File: config.mk
export PLATFORM = sky130hd
export DESIGN_NAME = weight_rmw_sequencer
export DESIGN_NICKNAME = d
export VERILOG_FILES = /design/src/rtl/weight_rmw_sequencer.sv
export SDC_FILE = /design/constraint.sdc
export NUM_CORES = 1
export LEC_CHECK = 0
export ABC_AREA = 1
export ABC_CLOCK_PERIOD_IN_PS = 1930
export BUFFER_PORTS_ARGS = -buffer_cell sky130_fd_sc_hd__buf_2
export CORE_MARGIN = 2
export CORE_UTILIZATION = 35
export CTS_BUF_LIST = sky130_fd_sc_hd__clkbuf_4
export DETAILED_ROUTE_END_ITERATION = 6
export PLACE_DENSITY = 0.69
export SETUP_SLACK_MARGIN = 0.02
export SKIP_LAST_GASP = 1
export SYNTH_ARGS = -nofsm -noshare
export SYNTH_HDL_FRONTEND = slang
export SYNTH_SLANG_ARGS = --single-unit
export TNS_END_PERCENT = 50
File: constraint.sdc
create_clock -name clk -period 1.93 [get_ports clk]
set_clock_uncertainty 0.2 [all_clocks]
set_input_delay 0.386 -clock clk [delete_from_list [all_inputs] [get_ports clk]]
set_output_delay 0.386 -clock clk [all_outputs]
set_load 0.05 [all_outputs]
File: src/rtl/weight_rmw_sequencer.sv
// Read side of the CD weight-update loop: walks every hidden row, feeds Update_Unit_CD, writes the result back.
// Optional build macro WB_SKIP_UNCHANGED_EN suppresses write-backs whose word did not change.
`ifndef NUM_HN_ONECORE
`define NUM_HN_ONECORE 4
`endif
`ifndef BW_WEIGHTS
`define BW_WEIGHTS 8
`endif
`ifndef NUM_TM_V
`define NUM_TM_V 4
`endif
`ifndef NUM_VN_ONECORE
`define NUM_VN_ONECORE 4
`endif

module weight_rmw_sequencer #(
    parameter int NUM_ROWS = `NUM_HN_ONECORE,
    parameter int ROW_W    = $clog2(NUM_ROWS) + (NUM_ROWS == 1),
    parameter int WORD_W   = `BW_WEIGHTS * `NUM_TM_V,
    parameter int VN_W     = `NUM_VN_ONECORE
) (
    input  logic                clk,
    input  logic                rst,
    input  logic                start,
    input  logic [VN_W-1:0]     v_states_0_in,
    input  logic [VN_W-1:0]     v_states_2_in,
    input  logic [NUM_ROWS-1:0] h_states_0_in,
    input  logic [NUM_ROWS-1:0] h_states_2_in,
    output logic                busy,
    output logic                done,
    output logic [ROW_W-1:0]    mem_addr,
    output logic                mem_re,
    input  logic [WORD_W-1:0]   mem_rdata,
    output logic                mem_we,
    output logic [WORD_W-1:0]   mem_wdata,
    output logic                upd_en,
    output logic [WORD_W-1:0]   upd_weight,
    output logic [VN_W-1:0]     upd_v0,
    output logic [VN_W-1:0]     upd_v2,
    output logic                upd_h0,
    output logic                upd_h2,
    input  logic [WORD_W-1:0]   upd_wb_weight
`ifdef WB_SKIP_UNCHANGED_EN
    ,
    output logic [ROW_W:0]      skip_cnt
`endif
);

    typedef enum logic [2:0] {S_IDLE, S_RD, S_WT, S_UPD, S_WR, S_DONE} state_e;

    localparam logic [ROW_W-1:0] LAST_ROW = ROW_W'(NUM_ROWS - 1);

    state_e              state_q, state_d;
    logic [ROW_W-1:0]    row_q, row_d;
    logic [WORD_W-1:0]   weight_q, weight_d;
    logic [VN_W-1:0]     v0_q, v0_d, v2_q, v2_d;
    logic [NUM_ROWS-1:0] h0_q, h0_d, h2_q, h2_d;
    logic [1:0]          rst_sync_q, rst_sync_d;
    logic                rst_i;
    logic                wr_skip;
    logic                start_acc;

    // Reset asserts asynchronously but releases two edges later, in step with clk.
    assign rst_sync_d = {rst_sync_q[0], 1'b0};
    always_ff @(posedge clk or posedge rst) begin
        if (rst) rst_sync_q <= 2'b11;
        else     rst_sync_q <= rst_sync_d;
    end
    assign rst_i = rst_sync_q[1];

    assign start_acc = (state_q == S_IDLE) && start;

`ifdef WB_SKIP_UNCHANGED_EN
    logic [ROW_W:0] skip_cnt_q, skip_cnt_d;

    assign wr_skip = (upd_wb_weight == weight_q);

    always_comb begin
        skip_cnt_d = skip_cnt_q;
        if (start_acc)
            skip_cnt_d = '0;
        else if (state_q == S_WR && wr_skip)
            skip_cnt_d = skip_cnt_q + 1'b1;
    end

    always_ff @(posedge clk or posedge rst_i) begin
        if (rst_i) skip_cnt_q <= '0;
        else       skip_cnt_q <= skip_cnt_d;
    end

    assign skip_cnt = skip_cnt_q;
`else
    assign wr_skip = 1'b0;
`endif

    always_comb begin
        state_d  = state_q;
        row_d    = row_q;
        weight_d = weight_q;
        v0_d     = v0_q;
        v2_d     = v2_q;
        h0_d     = h0_q;
        h2_d     = h2_q;
        case (state_q)
            S_IDLE: begin
                if (start) begin
                    v0_d    = v_states_0_in;
                    v2_d    = v_states_2_in;
                    h0_d    = h_states_0_in;
                    h2_d    = h_states_2_in;
                    row_d   = '0;
                    state_d = S_RD;
                end
            end
            S_RD:  state_d = S_WT;
            S_WT: begin
                weight_d = mem_rdata;
                state_d  = S_UPD;
            end
            S_UPD: state_d = S_WR;
            // Last row stays put so the counter never runs past the end.
            S_WR: begin
                if (row_q == LAST_ROW) begin
                    state_d = S_DONE;
                end else begin
                    row_d   = row_q + 1'b1;
                    state_d = S_RD;
                end
            end
            S_DONE:  state_d = S_IDLE;
            default: state_d = S_IDLE;
        endcase
    end

    always_ff @(posedge clk or posedge rst_i) begin
        if (rst_i) begin
            state_q  <= S_IDLE;
            row_q    <= '0;
            weight_q <= '0;
            v0_q     <= '0;
            v2_q     <= '0;
            h0_q     <= '0;
            h2_q     <= '0;
        end else begin
            state_q  <= state_d;
            row_q    <= row_d;
            weight_q <= weight_d;
            v0_q     <= v0_d;
            v2_q     <= v2_d;
            h0_q     <= h0_d;
            h2_q     <= h2_d;
        end
    end

    // Address tracks the row counter, which only moves on entry to RD.
    assign mem_addr   = row_q;
    assign busy       = (state_q != S_IDLE);
    assign done       = (state_q == S_DONE);
    assign mem_re     = (state_q == S_RD);
    assign mem_we     = (state_q == S_WR) && !wr_skip;
    assign mem_wdata  = (state_q == S_WR) ? upd_wb_weight : '0;
    assign upd_en     = (state_q == S_UPD);
    assign upd_weight = weight_q;
    assign upd_v0     = v0_q;
    assign upd_v2     = v2_q;
    assign upd_h0     = h0_q[row_q];
    assign upd_h2     = h2_q[row_q];

endmodule

; ---- Word level (Yosys, flattened, before mapping)
; Cells that the tools add are included.
; W data, S select, Z words.
[word_totals]
elab_cells = 34
latch_bits = 0
inputBits = 83
output_inout_bits = 81
n_memories = 0
ram_bits = 0
mem_bits_ro = 0
reg_bits = 55
[classes]
div_mod_pow = 0
reduce_logical = 5
addsub = 1
n_mul = 0
mux = 11
n_shift = 0
n_lt_le_gt_ge = 1
eq_ne = 8
n_bitwise = 0
[ops]
columns = operator, count
row1 = $mux W32, 1
row2 = $pmux W3 S5, 1
row3 = $eq A3 B2 Y1 const B, 2
row4 = $eq A3 B3 Y1 const B, 2
row5 = $mux W3, 2
row6 = $bmux W1 S2, 2
row7 = $mux W2, 2
row8 = $ne A2 B2 Y1 const B, 2
row9 = $pmux W2 S2, 1
row10 = $eq A3 B1 Y1 const B, 1
row11 = $logic_not A3 Y1, 1
row12 = $lt A2 B3 Y1 const B, 1
row13 = $reduce_and A3 Y1, 1
row14 = $reduce_bool A3 Y1, 1
row15 = $add A2 B1 Y2 const B, 1
row16 = $eq A2 B2 Y1 const B, 1
row17 = $mux W1, 2
row18 = $reduce_and A2 Y1, 1
row19 = $reduce_bool A2 Y1, 1

; ---- Longest topological paths before layout
[depth]
ltp_word = 3
mapped_depth = 6
ltp_nobuf = 6

; ---- Worst setup path before layout
; No wires, ideal clock.
[synth_path]
path_type = register -> output
from = register row_q[0], in the netlist mem_addr[0]
to = output upd_h2
path_slack_ns = -0.777
path_stages_with_launch = 4
t_arrival_ns = 2.121
path_cell_list = dfrtp_1 clkbuf_1 o21ai_0 o21ai_0
[synth_via]
elab_chain_len = 2
[synth_lines]
columns = item, line_no
row1 = from (decl), 54  ; logic [ROW_W-1:0] row_q, row_d;
row2 = from (signal assigned), 146  ; row_q <= row_d;
row3 = $bmux W1 S2, 167  ; assign upd_h2 = h2_q[row_q];
row4 = $mux W1 (implied by the code), 167
row5 = to (decl), 41  ; output logic upd_h2,
; Every way passes these cells. The select of a mux whose other input is x is not followed.

; ---- Worst setup path after layout
[layout_path]
from = register state_q[1]
to = output mem_wdata[3]
[layout_via]
elab_chain_len = 2
[layout_lines]
columns = item, line_no
row1 = from (decl), 53  ; state_e state_q, state_d;
row2 = from (signal assigned), 145  ; state_q <= state_d;
row3 = $eq A3 B3 Y1, 161  ; assign mem_wdata = (state_q == S_WR) ? upd_wb_weight : '0;
row4 = $mux W32, 161
row5 = to (decl), 35  ; output logic [WORD_W-1:0] mem_wdata,
; Every way passes these cells.

==> flow_metrics.py <==
metrics = {
    "run_status": {
        "run_status": "finished with violations",
        "violations": "negative setup slack",
    },
    "power_and_ir_drop": {
        "leakagePower_nw": 2.449,
        "power_mw": 7.452,
        "ir_worst_vdd_uv": 1023,
        "powerDensity_nw_per_um2": 1770,
    },
    "cells_and_area": {
        "syn2layout_area_growth_pct": 51.15,
        "n_antenna_cell": 0,
        "nets": 579,
        "nFillCells": 691,
        "fin_area_um2": 4212,
        "fin_util_pct": 54.50,
        "layout-drive-gt1-share_pct": 55.85,
    },
    "placement": {
        "dp_slack_ns": 0.1163,
        "dp_hpwl_mm": 4.880,
        "gp_congestion": 0.7797,
        "port_buffers": 163,
        "dpl-instance-area_um2": 3720,
    },
    "hold_path": {
        "min-delay-start": "mem_rdata[28]",
        "min_path_type": "primary input to flop",
    },
    "sta": {
        "hold_violations": 0,
        "slew_viol_final": 0,
        "max_freq_ghz": 0.4693,
        "fin_ws_ns": -0.2007,
        "fin_tns_setup_ns": -6.121,
        "min_period_ns": 2.131,
        "min_period_over_period_pct": 110.4,
        "rsz0062_at_grt": "yes",
        "setup_violations": 38,
    },
    "logic_synthesis": {
        "yosys.area.top_type": "dfrtp_1",
        "netlist.area_leader.share_pct": 47.60,
        "yosysMostFrequentCell": "inv_1",
        "async_flop_share_pct": 100.0,
        "yosysWarnings": 0,
        "syn-instance-count": 324,
        "ys_ff_latch": 55,
        "synth.distinct_cells": 22,
        "ys.flop_type": "dfrtp_1",
        "ys_top_cells_by_count": "89 x inv_1, 59 x nand2_1, 53 x dfrtp_1",
        "ys_seq_area_share_pct": 49.48,
        "syn-num-nets": 408,
        "synth_edf_count": 0,
        "netlist_area_um2": 2786,
        "avgSynthCellArea_um2": 8.600,
        "ys_top_cells_by_area": "dfrtp_1 48%, o21ai_2 15%, inv_1 12%",
    },
    "critical_path": {
        "critical_path_buf_inv_count": 2,
        "crit_family": "flip-flops",
        "r2r-start": "state_q[1]$_DFFE_PP0P_",
        "cp_cell_sequence": "nor2_4, nand2_4, clkbuf_16, nor2_2, buf_6",
        "crit_slowest_cell": "dfrtp_1",
        "cp_slowest_stage_delay_ns": 0.44,
        "cp-start-kind": "flop",
        "cp_max_fo": 8,
        "required_ns": 1.34,
        "crit_arrival_ns": 1.54,
        "endpoint_kind": "output pin",
        "startpoint": "state_q[1]$_DFFE_PP0P_",
        "critPathKind": "flop to output pin",
    },
    "detailed_routing": {
        "wl_per_cell_um": 12.04,
        "antenna_left": 0,
        "post-route-drc-count": 0,
        "via_per_inst": 4.286,
        "via_count": 2563,
        "drt-initial-drc-count": 59,
        "wl_mm": 7.200,
        "drtPass1Iterations": 4,
    },
    "flow_run": {
        "drv_cap": 0,
    },
    "global_route": {
        "grt_max_degree": 65,
        "antenna_found_initial": 0,
        "grt_pass1_wl_mm": 11.23,
        "grt_overflow": 0,
        "grt.total_usage_pct": 16.08,
        "grt_pass1_vias": 2472,
    },
    "cts": {
        "htreeDepth": 2,
        "cts_tree": "built",
        "cts_root_buffer": "clkbuf_4",
        "clkLatencyLatePin_ns": 0.36,
        "cts.sinks": 55,
        "clkTransAtPathRegs_ns": 0.16,
        "cts_buffers": 5,
        "clockBufferDepth": 2,
    },
    "die": {
        "fp-row-count": 32,
        "fp.dieH_um": 93.23,
        "die_w_um": 93.23,
        "ioPinCount": 164,
        "initial_core_util_pct": 36.06,
        "core_um2": 7727,
        "die_area_um2": 8691,
    },
}
[final timing paths]
path / slack (ns) / endpoint / cells after the start
hold / removal: 0.03 / upd_weight[28]$_DFFE_PP0P_ / 3
hold reg to reg: 0.09 / upd_weight[24]$_DFFE_PP0P_ / 2
min in group asynchronous: 0.09 / upd_weight[24]$_DFFE_PP0P_ / 2
setup reg to reg: 0.17 / mem_addr[1]$_DFFE_PP0P_ / 8
setup / recovery: -0.20 / mem_wdata[3] / 5
max in group asynchronous: 1.15 / rst_sync_q[0]$_DFF_PP1_ / 3
[stage by stage]
stage	hold slack, ns	instances
2_1_floorplan	0.09750	324
3_3_place_gp	0.1146	581
3_5_place_dp	0.1157	581
4_1_cts	0.008294	595
5_1_grt	0.0007691	598
6_report	0.03225	598
[layer usage]
metal | up-vias | part of all wire [%] | track usage (%)
li1 | 1283 | - | -
met1 | 1144 | 37 | 16.91
met2 | 128 | 50 | 28.96
met3 | 8 | 11 | 6.527
met4 | 0 | 1.6 | 5.392
met5 | - | 0 | 0
[power by group]
part           internal, mW  total [mW]  switching (mW)  leakage, nW
clock network         0.156       0.509           0.353       0.0317
registers              1.69        2.01           0.316        0.677
logic                  1.41        4.94            3.53         1.74
total                  3.25        7.45            4.20         2.45
[area by class of cell]
class	instances	area [um2]	share of cell area (%)
clock buffer	6	45.04	1.070
multi-input combinational	165	1077	25.58
clock inverter	2	12.51	0.2971
sequential	55	1381	32.80
timing repair buffer	178	1230	29.20
inverter	90	337.8	8.021
tap	102	127.6	3.030
[cells in the final DEF, fill, tap and decap left out, drive strengths merged, types with 2 or more instances in the layout]
cell type and count:
nor2 38, buf 176, clkbuf 7, nand3 5, dfstp 2, a21oi 5
inv 90, nor3 2, o21ai 52, dfrtp 53, nand2 60
[what timing repair did]
| action | CTS | global route |
|---|---|---|
| gates cloned | 1 | 1 |
| setup buffers | 4 | 2 |
| endpoints found under the hold margin | 2 | 0 |
| hold buffers | 1 | 0 |
| pin swaps | 1 | 1 |
| endpoints found under the setup margin | 39 | 39 |
| gates resized for setup | 85 | 26 |
[registers in the layout (all words and copies together), names as in the netlist]
signal / flops
h0_q: 4
h2_q: 4
mem_addr: 2
rst_sync_q: 2
state_q: 3
upd_v0: 4
upd_v2: 4
upd_weight: 32
[cell families after synthesis]
family	Yosys count	share of synthesized area, %
compound gates	58	16.93
fa+ha+maj	1	0.4490
other cells	1	0.1346
simple gates	105	15.72
buf+inv	104	17.29
flops	55	49.48
[tightest hold or removal path: cells and delay by family]
kind | cells | cell delay (ns)
buffers and inverters | 2 | 0.14
AO/OA/AOI/OAI | 1 | 0.05
No activity file was read; power rests on OpenSTA's default activity.
